--- src/rtl/aes_pkg.sv ---
// Shared AES-128 key-schedule definitions: sizes, FSM states, round constants,
// xtime and the forward S-box.
package aes_pkg;

    localparam int NR    = 10;
    localparam int KEY_W = 128;

    typedef enum logic [1:0] {
        IDLE   = 2'd0,
        EXPAND = 2'd1,
        DONE   = 2'd2
    } ks_state_t;

    localparam logic [0:9][7:0] RCON = {
        8'h01, 8'h02, 8'h04, 8'h08, 8'h10, 8'h20, 8'h40, 8'h80, 8'h1b, 8'h36
    };

    localparam logic [0:255][7:0] SBOX = {
        128'h637c777bf26b6fc53001672bfed7ab76, 128'hca82c97dfa5947f0add4a2af9ca472c0,
        128'hb7fd9326363ff7cc34a5e5f171d83115, 128'h04c723c31896059a071280e2eb27b275,
        128'h09832c1a1b6e5aa0523bd6b329e32f84, 128'h53d100ed20fcb15b6acbbe394a4c58cf,
        128'hd0efaafb434d338545f9027f503c9fa8, 128'h51a3408f929d38f5bcb6da2110fff3d2,
        128'hcd0c13ec5f974417c4a77e3d645d1973, 128'h60814fdc222a908846eeb814de5e0bdb,
        128'he0323a0a4906245cc2d3ac629195e479, 128'he7c8376d8dd54ea96c56f4ea657aae08,
        128'hba78252e1ca6b4c6e8dd741f4bbd8b8a, 128'h703eb5664803f60e613557b986c11d9e,
        128'he1f8981169d98e949b1e87e9ce5528df, 128'h8ca1890dbfe6426841992d0fb054bb16
    };

    function automatic logic [7:0] xtime(input logic [7:0] x);
        return {x[6:0], 1'b0} ^ (x[7] ? 8'h1b : 8'h00);
    endfunction

    function automatic logic [7:0] sbox(input logic [7:0] x);
        return SBOX[x];
    endfunction

endpackage

--- src/rtl/aes_key_schedule_if.sv ---
// Control/read bus of the key-schedule engine; master is the round controller.
interface aes_key_schedule_if;
    import aes_pkg::*;

    logic [KEY_W-1:0] key_in;
    logic             key_load;
    logic             busy;
    logic             keys_ready;
    logic [3:0]       rd_idx;
    logic [KEY_W-1:0] rd_key;

    modport master (output key_in, key_load, rd_idx, input busy, keys_ready, rd_key);
    modport slave  (input key_in, key_load, rd_idx, output busy, keys_ready, rd_key);

endinterface

--- src/rtl/aes_sub_word.sv ---
// Combinational AES SubWord: S-box applied to each byte of a 32-bit word.
module aes_sub_word
    import aes_pkg::*;
(
    input  logic [31:0] word,
    output logic [31:0] sub
);

    assign sub = {sbox(word[31:24]), sbox(word[23:16]), sbox(word[15:8]), sbox(word[7:0])};

endmodule

--- src/rtl/aes_key_schedule.sv ---
// Iterative AES-128 key expansion into an 11-entry bank, one round key per clock;
// keys_ready 10 clocks after key_load, key_load ignored while busy, 1-cycle registered read.
module aes_key_schedule
    import aes_pkg::*;
(
    input  logic                clk,
    input  logic                rst,
    aes_key_schedule_if.slave   bus
);

    localparam logic [3:0] LAST = 4'(NR);

    ks_state_t        state;
    ks_state_t        state_next;
    logic             start;
    logic [KEY_W-1:0] bank [0:NR];
    logic [3:0]       cnt;
    logic [7:0]       rcon;
    logic [KEY_W-1:0] prev_key;
    logic [KEY_W-1:0] next_key;
    logic [31:0]      rot;
    logic [31:0]      sub;
    logic [31:0]      t;
    logic [31:0]      n0, n1, n2, n3;

    always_ff @(posedge clk) begin
        if (rst) state <= IDLE;
        else     state <= state_next;
    end

    always_comb begin
        state_next = state;
        start      = 1'b0;
        case (state)
            IDLE, DONE: begin
                if (bus.key_load) begin
                    start      = 1'b1;
                    state_next = EXPAND;
                end
            end
            EXPAND:  if (cnt == LAST) state_next = DONE;
            default: state_next = IDLE;
        endcase
    end

    assign bus.busy       = (state == EXPAND);
    assign bus.keys_ready = (state == DONE);

    always_comb begin
        prev_key = '0;
        if (cnt >= 4'd1 && cnt <= LAST) prev_key = bank[cnt - 4'd1];
    end

    assign rot = {prev_key[23:0], prev_key[31:24]};

    aes_sub_word u_sub_word (
        .word (rot),
        .sub  (sub)
    );

    assign t        = sub ^ {rcon, 24'h0};
    assign n0       = prev_key[127:96] ^ t;
    assign n1       = prev_key[95:64]  ^ n0;
    assign n2       = prev_key[63:32]  ^ n1;
    assign n3       = prev_key[31:0]   ^ n2;
    assign next_key = {n0, n1, n2, n3};

    // Reads see the bank before this edge's write, so a same-entry read returns the old key.
    always_ff @(posedge clk) begin
        if (rst) begin
            for (int i = 0; i <= NR; i++) bank[i] <= '0;
            cnt        <= 4'd0;
            rcon       <= 8'h01;
            bus.rd_key <= '0;
        end else begin
            bus.rd_key <= (bus.rd_idx <= LAST) ? bank[bus.rd_idx] : '0;
            if (start) begin
                bank[0] <= bus.key_in;
                cnt     <= 4'd1;
                rcon    <= 8'h01;
            end else if (state == EXPAND) begin
                assert (rcon == RCON[cnt - 4'd1]);
                bank[cnt] <= next_key;
                rcon      <= xtime(rcon);
                cnt       <= cnt + 4'd1;
            end
        end
    end

endmodule

--- src/flat_wrapper.sv ---
// flat-port wrapper written by rule: the top's interface ports become plain ports
module aes_key_schedule_flat import aes_pkg::*;
  (clk, rst, bus_key_in, bus_key_load, bus_rd_idx, bus_busy, bus_keys_ready, bus_rd_key);
  aes_key_schedule_if bus_i ();
  input  logic clk;
  input  logic rst;
  input wire logic [$bits(bus_i.key_in)-1:0] bus_key_in;
  input wire logic [$bits(bus_i.key_load)-1:0] bus_key_load;
  input wire logic [$bits(bus_i.rd_idx)-1:0] bus_rd_idx;
  output wire logic [$bits(bus_i.busy)-1:0] bus_busy;
  output wire logic [$bits(bus_i.keys_ready)-1:0] bus_keys_ready;
  output wire logic [$bits(bus_i.rd_key)-1:0] bus_rd_key;
  assign bus_i.key_in = bus_key_in;
  assign bus_i.key_load = bus_key_load;
  assign bus_i.rd_idx = bus_rd_idx;
  assign bus_busy = bus_i.busy;
  assign bus_keys_ready = bus_i.keys_ready;
  assign bus_rd_key = bus_i.rd_key;
  aes_key_schedule u_core (.clk(clk), .rst(rst), .bus(bus_i));
endmodule
--- config.mk ---
export PLATFORM = sky130hd
export DESIGN_NAME = aes_key_schedule_flat
export DESIGN_NICKNAME = d
export VERILOG_FILES = /design/src/rtl/aes_pkg.sv /design/src/rtl/aes_key_schedule_if.sv /design/src/rtl/aes_sub_word.sv /design/src/rtl/aes_key_schedule.sv /design/src/flat_wrapper.sv
export SDC_FILE = /design/constraint.sdc
export NUM_CORES = 2
export LEC_CHECK = 0
export CAP_MARGIN = 5
export CORE_MARGIN = 8
export CORE_UTILIZATION = 39
export DETAILED_ROUTE_END_ITERATION = 16
export PLACE_DENSITY_LB_ADDON = 0.08
export SYNTH_ARGS = -nofsm -noshare
export SYNTH_HDL_FRONTEND = slang
export SYNTH_HIERARCHICAL = 1
export SYNTH_SLANG_ARGS = --single-unit
--- constraint.sdc ---
create_clock -name clk -period 17.9 [get_ports clk]
set_input_delay 3.58 -clock clk [delete_from_list [all_inputs] [get_ports clk]]
set_output_delay 3.58 -clock clk [all_outputs]
set_load 0.02 [all_outputs]
* Word level (Yosys, flattened, before mapping)
Memory sizes are Yosys's and may differ from the RTL's. A register that Yosys moved wholly into a read port is not among the register bits.
Cells that the tools add are included.
** Storage, ports and cells
- Flip-flop bits (word level) :: 14
- Latch bits :: 0
- Memory bits (writable) :: 1408
- ROM bits :: 8192
- Bits of input ports :: 135
- Output and inout bits :: 130
- Word-level logic and storage cells :: 73
- Memories :: 5
** Cells by class
- $add $sub $neg :: 2
- Multipliers :: 0
- Div/mod/pow operators :: 0
- $lt $le $gt $ge :: 7
- Equality and inequality tests :: 5
- Shift-type cells :: 0
- Muxes and demuxes :: 30
- Bitwise gates (word level) :: 12
- Reduce and logical (&&, ||, !) cells :: 8
** Memory list
- (name not given) :: depth 256, bits a word 8, read ports 1, clocked after memory_dff 0, write ports 0, line aes_pkg.sv:34 : return SBOX[x];
- (name not given) :: depth 256, bits a word 8, read ports 1, clocked after memory_dff 0, write ports 0, line aes_pkg.sv:34
- (name not given) :: depth 256, bits a word 8, read ports 1, clocked after memory_dff 0, write ports 0, line aes_pkg.sv:34
- (name not given) :: depth 256, bits a word 8, read ports 1, clocked after memory_dff 0, write ports 0, line aes_pkg.sv:34
- u_core.bank :: depth 11, bits a word 128, read ports 2, clocked after memory_dff 1, write ports 11, line aes_key_schedule.sv:16 : logic [KEY_W-1:0] bank [0:NR];
** Operators by type and width (number)
- 128-bit 2-to-1 mux :: 3
- 32-bit bitwise XOR :: 5
- 128-bit OR reduction :: 1
- 8-bit 2-to-1 mux :: 8
- 9-bit >= comparator (second input constant) :: 4
- 8-bit NOT with 9-bit output :: 4
- 1-bit 2-to-1 mux :: 14
- 4-bit less-or-equal comparator (second input constant) :: 2
- 8-bit bitwise XOR :: 1
- 2-bit OR reduction :: 3
- 5-bit 2-to-1 mux :: 1
- 4-bit by 1-bit adder with 4-bit output (second input constant) :: 1
- 4-bit == test (second input constant) :: 1
- 4-bit by 1-bit >= comparator with 1-bit output (second input constant) :: 1
- 2-bit 2-to-1 mux :: 2
- 4-bit 2-to-1 mux :: 1
- 2-bit case mux with 2 select lines :: 1
- 4-bit by 1-bit subtractor with 4-bit output (second input constant) :: 1
- 2-bit by 1-bit == test with 1-bit output (second input constant) :: 1
- 2-bit == test (second input constant) :: 1
- 2-bit zero test :: 1
- 2-bit by 1-bit != test with 1-bit output (second input constant) :: 1
- 2-bit != test (second input constant) :: 1
- 2-bit AND reduction :: 1
- other kinds (4) :: 4

* Logic depth before layout (Yosys ltp)
- Word-level depth :: 13
- Gate-level depth with buffers :: 34
- Depth with buffers taken out :: 21

* By module
The synthesis kept the hierarchy.
** By module, submodules not included
- aes_key_schedule :: times used 1, cells each 7098, area each 109431.2 um^2, sequential area each 63060.5 um^2
- aes_sub_word :: times used 1, cells each 2185, area each 13769.5 um^2, sequential area each 0.0 um^2

* Worst setup path before layout
Ideal clock, no wire load.
- Path type :: input port to flip-flop
- From :: in rst
- To :: mem u_core.bank[12][0], enable pin
- Setup time :: 0.975 ns
- Arrival time :: 17.917 ns
- Data required time :: 16.925 ns
- Slack :: -0.992 ns
- Stages on the path :: 6
- Buffers on the path :: 3
- Cells stage by stage :: nor2_1 -> clkbuf_1 -> clkbuf_1 -> buf_1 -> nand2_1 -> nor4b_1
** RTL lines
- start: declaration :: line flat_wrapper.sv:6 : input logic rst;
- end: declaration :: line aes_key_schedule.sv:16

==> flow_summary_export.csv <==
group,metric,value,unit
sta,final-setup-viol-count,0,
cells_and_area,fill_cells,28500,
sta,period_needed,10.18,ns
cells_and_area,layout-drive-gt1-share,0.229,
status,status,"completed",
critical_path,cp_slowest_cell,"a2111oi_0",
pwr,peakVddDrop,0.0756,mV
sta,worst_pin_slew,1.43,ns
cells_and_area,areaGrowthSynthToFinish,12.2,%
routing,drt_iter0_markers,12300,
synthesis,synth_seq_area_share,0.512,
clock_network,path_clk_slew,0.06,ns
critical_path,worst-path-stages,22,
critical_path,path_delay_family,"buffers and inverters",
critical_path,crit_type,"flip-flop to flip-flop",
synthesis,ys_ff_latch,2190,
place,port-buffer-count,264,
critical_path,r2r-start,"u_core/cnt[0]",
routing,wl_per_cell,39.2,µm
critical_path,r2r_setup_slack,7.72,ns
sta,slew_headroom,0.0429,
die,coreArea,315000,µm²
grt,grt_overflow,0,
cells_and_area,fin_nets,9363,
synthesis,yosys_warnings,6,
synthesis,syn_inst,9283,
die,io-pin-count,265,
die,start_util,0.391,
sta,clock_skew,0.0558,ns
place,dp_hpwl,325000,µm
routing,vias,90000,
routing,routed.top_layer,"met5",
synthesis,synthArstFlopShare,0,
routing,wl_met2,243000,µm
synthesis,synth_area,123000,µm²
pwr,p_leak,46.4,nW
routing,routed_wl,532000,µm
critical_path,critPathMostFrequentCell,"buf_4",
sta,setup_ws,7.72,ns
sta,fmax,0.0983,GHz
sta,period_share,0.569,
place,dp_slack,7.75,ns
clock_network,cts_tree,"built",
routing,ant_nets,0,
die,die-width,578,µm
grt,grt_max_degree,109,
critical_path,start_kind,"flip-flop",
clock_network,clock_tree.root_cell,"clkbuf_16",
synthesis,syn-num-nets,9482,
critical_path,worstPathMaxFanout,42,
sta,hold_violations,0,
die,dieArea,334000,µm²
clock_network,post_cts_resized,0,
grt,grt_pass1_wl,732000,µm
sta,setup_tns,0,ns
place,gp_congestion,0.952,
routing,drt_first_pass_iters,9,
pwr,cellPowerDensity,126,nW/µm²
critical_path,slowest_delay,1.04,ns
clock_network,clk_latency,0.90,ns
sta,slew_viol_final,0,
critical_path,r2r-end,"u_core/bank[13][97]",
critical_path,endpoint,"u_core/bank[13][97]",
grt,antenna_found_initial,30,
synthesis,synth_top_flop_cell,"edfxtp_1",
critical_path,crit_required,18.47,ns
hold_path,hp-class,"flip-flop to flip-flop",
routing,met3_length,54300,µm
critical_path,crit_chain,"buf_4 -> buf_4 -> buf_4 -> buf_4 -> mux4_2 -> nand2_1 -> nand2_1 -> a21oi_1 -> nor2_2 -> buf_4 -> inv_1 -> ha_1 -> nor2_1 -> nor3_1 -> a211oi_1 -> a2111oi_0 -> a311oi_1 -> o21ai_1 -> buf_4 -> xnor2_1 -> a22oi_1 -> inv_1",
sta,rsz0062_at_grt,"false",
die,rows,206,
routing,drc,0,
routing,via_per_inst,6.62,
synthesis,ys_types,122,
critical_path,reg2reg_depth,22,
routing,routedLengthMet1,207000,µm
critical_path,arrival,10.74,ns
critical_path,crit_start,"u_core/cnt[0]",
clock_network,hold_buffers,0,
clock_network,clockBufferDepth,4,
grt,grt_pass1_vias,88400,
clock_network,cts_sinks,2190,
cells_and_area,multi_input_area,55500,µm²
flow_run,maxCapViolCount,0,
synthesis,syn_area_per_cell,13.3,µm²
grt,gr-usage-all-layers,0.309,
critical_path,path_buf_inv,8,
die,fp.dieH,578,µm
critical_path,end_kind,"flip-flop",
clock_network,cts.htree.levels,5,
synthesis,synth_edf_count,1920,
cells_and_area,ff_latch_area,63100,µm²
clock_network,post_cts_buffers,0,
clock_network,cts_buffers,266,
registers in the layout (all words and copies together) (netlist names):
register / flops
u_core/bank: 2048
u_core/bus.rd_key: 128
u_core/cnt: 4
u_core/rcon: 8
u_core/state: 2
synthesized netlist by cell type (all sizes together), types with 73 or more instances:
| cell | instances | share of area |
|---|---|---|
| edfxtp | 1920 | 0.47 |
| nor2 | 1470 | 0.045 |
| mux4 | 1204 | 0.22 |
| clkbuf | 537 | 0.016 |
| nand2 | 526 | 0.016 |
| buf | 402 | 0.019 |
| o21ai | 296 | 0.012 |
| dfxtp | 270 | 0.044 |
| a21oi | 267 | 0.011 |
| nor2b | 208 | 0.011 |
| inv | 181 | 0.0055 |
| nor3 | 153 | 0.0062 |
| a211oi | 142 | 0.0089 |
| mux2i | 142 | 0.012 |
| nand3 | 140 | 0.0057 |
| xor2 | 134 | 0.0096 |
| xnor2 | 106 | 0.0081 |
| nand2b | 89 | 0.0046 |
| a31oi | 77 | 0.0042 |
| o211ai | 73 | 0.0047 |
cells in the final DEF, fill, tap and decap left out, drive strengths merged, types with 39 or more instances in the layout:
| master | n |
|---|---|
| nand2b | 89 |
| diode | 56 |
| clkinv | 79 |
| buf | 292 |
| xor2 | 134 |
| o21ai | 296 |
| nor3b | 51 |
| and3 | 39 |
| a21oi | 267 |
| o311ai | 53 |
| edfxtp | 1920 |
| mux2 | 47 |
| clkdlybuf4s50 | 259 |
| o22ai | 62 |
| a22oi | 52 |
| a221oi | 44 |
| ha | 64 |
| mux2i | 142 |
| dfxtp | 270 |
| clkbuf | 373 |
| a31oi | 77 |
| inv | 194 |
| xnor2 | 106 |
| nand3 | 140 |
| mux4 | 1204 |
| and2 | 44 |
| nor3 | 153 |
| a211oi | 142 |
| nor2 | 1470 |
| nor2b | 208 |
| nand3b | 52 |
| o211ai | 73 |
| nand2 | 526 |
kinds of logic after synthesis:
family	synth area share
xor+xnor	0.0191
buf+inv	0.0415
fa+ha+maj	0.00650
mux	0.236
simple gates	0.107
flops	0.512
compound gates	0.0783
metrics by stage:
stage / hold slack, ns / area (µm²) / utilization / cells / power, mW
floorplan: 0.443 / 123000 / - / 9283 / 9.59
CTS: 0.489 / 138000 / 0.439 / 13500 / 17.4
detailed placement: 0.481 / 130000 / 0.412 / 13100 / 11.9
global placement: 0.469 / 130000 / 0.412 / 13100 / 11.9
global route: 0.514 / 138000 / 0.439 / 13600 / 17.9
finish: 0.484 / 138000 / 0.439 / 13600 / 17.4
layer usage:
metal	track usage	vias up
met5	0	-
met4	0.136	12
met3	0.0694	944
met2	0.486	5539
met1	0.413	47800
li1	-	35700
power breakdown:
part	leakage, nW	switching (mW)	internal, mW
sequential	21.3	0.117	5.90
clock	4.19	2.28	3.15
combinational	20.9	4.05	1.90
total	46.4	6.44	11.0
worst reg2reg max path, stage by stage, from the launching register on:
cell and delay [ns]:
dfxtp_4 0.87, buf_4 0.82, buf_4 0.71, buf_4 0.62, buf_4 0.55, mux4_2 0.38
nand2_1 0.10, nand2_1 0.07, a21oi_1 0.73, nor2_2 0.19, buf_4 0.35, inv_1 0.31
ha_1 0.69, nor2_1 0.16, nor3_1 0.18, a211oi_1 0.07, a2111oi_0 1.04, a311oi_1 0.10
o21ai_1 0.52, buf_4 0.30, xnor2_1 0.11, a22oi_1 0.74, inv_1 0.26
layout make-up:
class | count | share of cell area
diodes | 56 | 0.00101
clock buffers | 372 | 0.0531
clock inverters | 110 | 0.00901
inverters | 186 | 0.00511
multi-input cells | 5968 | 0.401
flip-flops and latches | 2190 | 0.456
well taps | 4160 | 0.0376
repair buffers | 552 | 0.0365
worst min-delay path by stage:
stage,startpoint,end,slack [ns],cells past startpoint
2_1_floorplan,u_core/bank[10][71],u_core/bank[10][71],0.44,2
3_3_place_gp,u_core/bank[10][95],u_core/bank[10][95],0.47,2
3_5_place_dp,u_core/bank[10][95],u_core/bank[10][95],0.48,2
4_1_cts,u_core/bank[10][95],u_core/bank[10][95],0.49,2
5_1_grt,u_core/bank[10][3],u_core/bank[10][3],0.51,2
6_report,u_core/bank[10][95],u_core/bank[10][95],0.48,2
No activity file was read; power rests on OpenSTA's default activity.
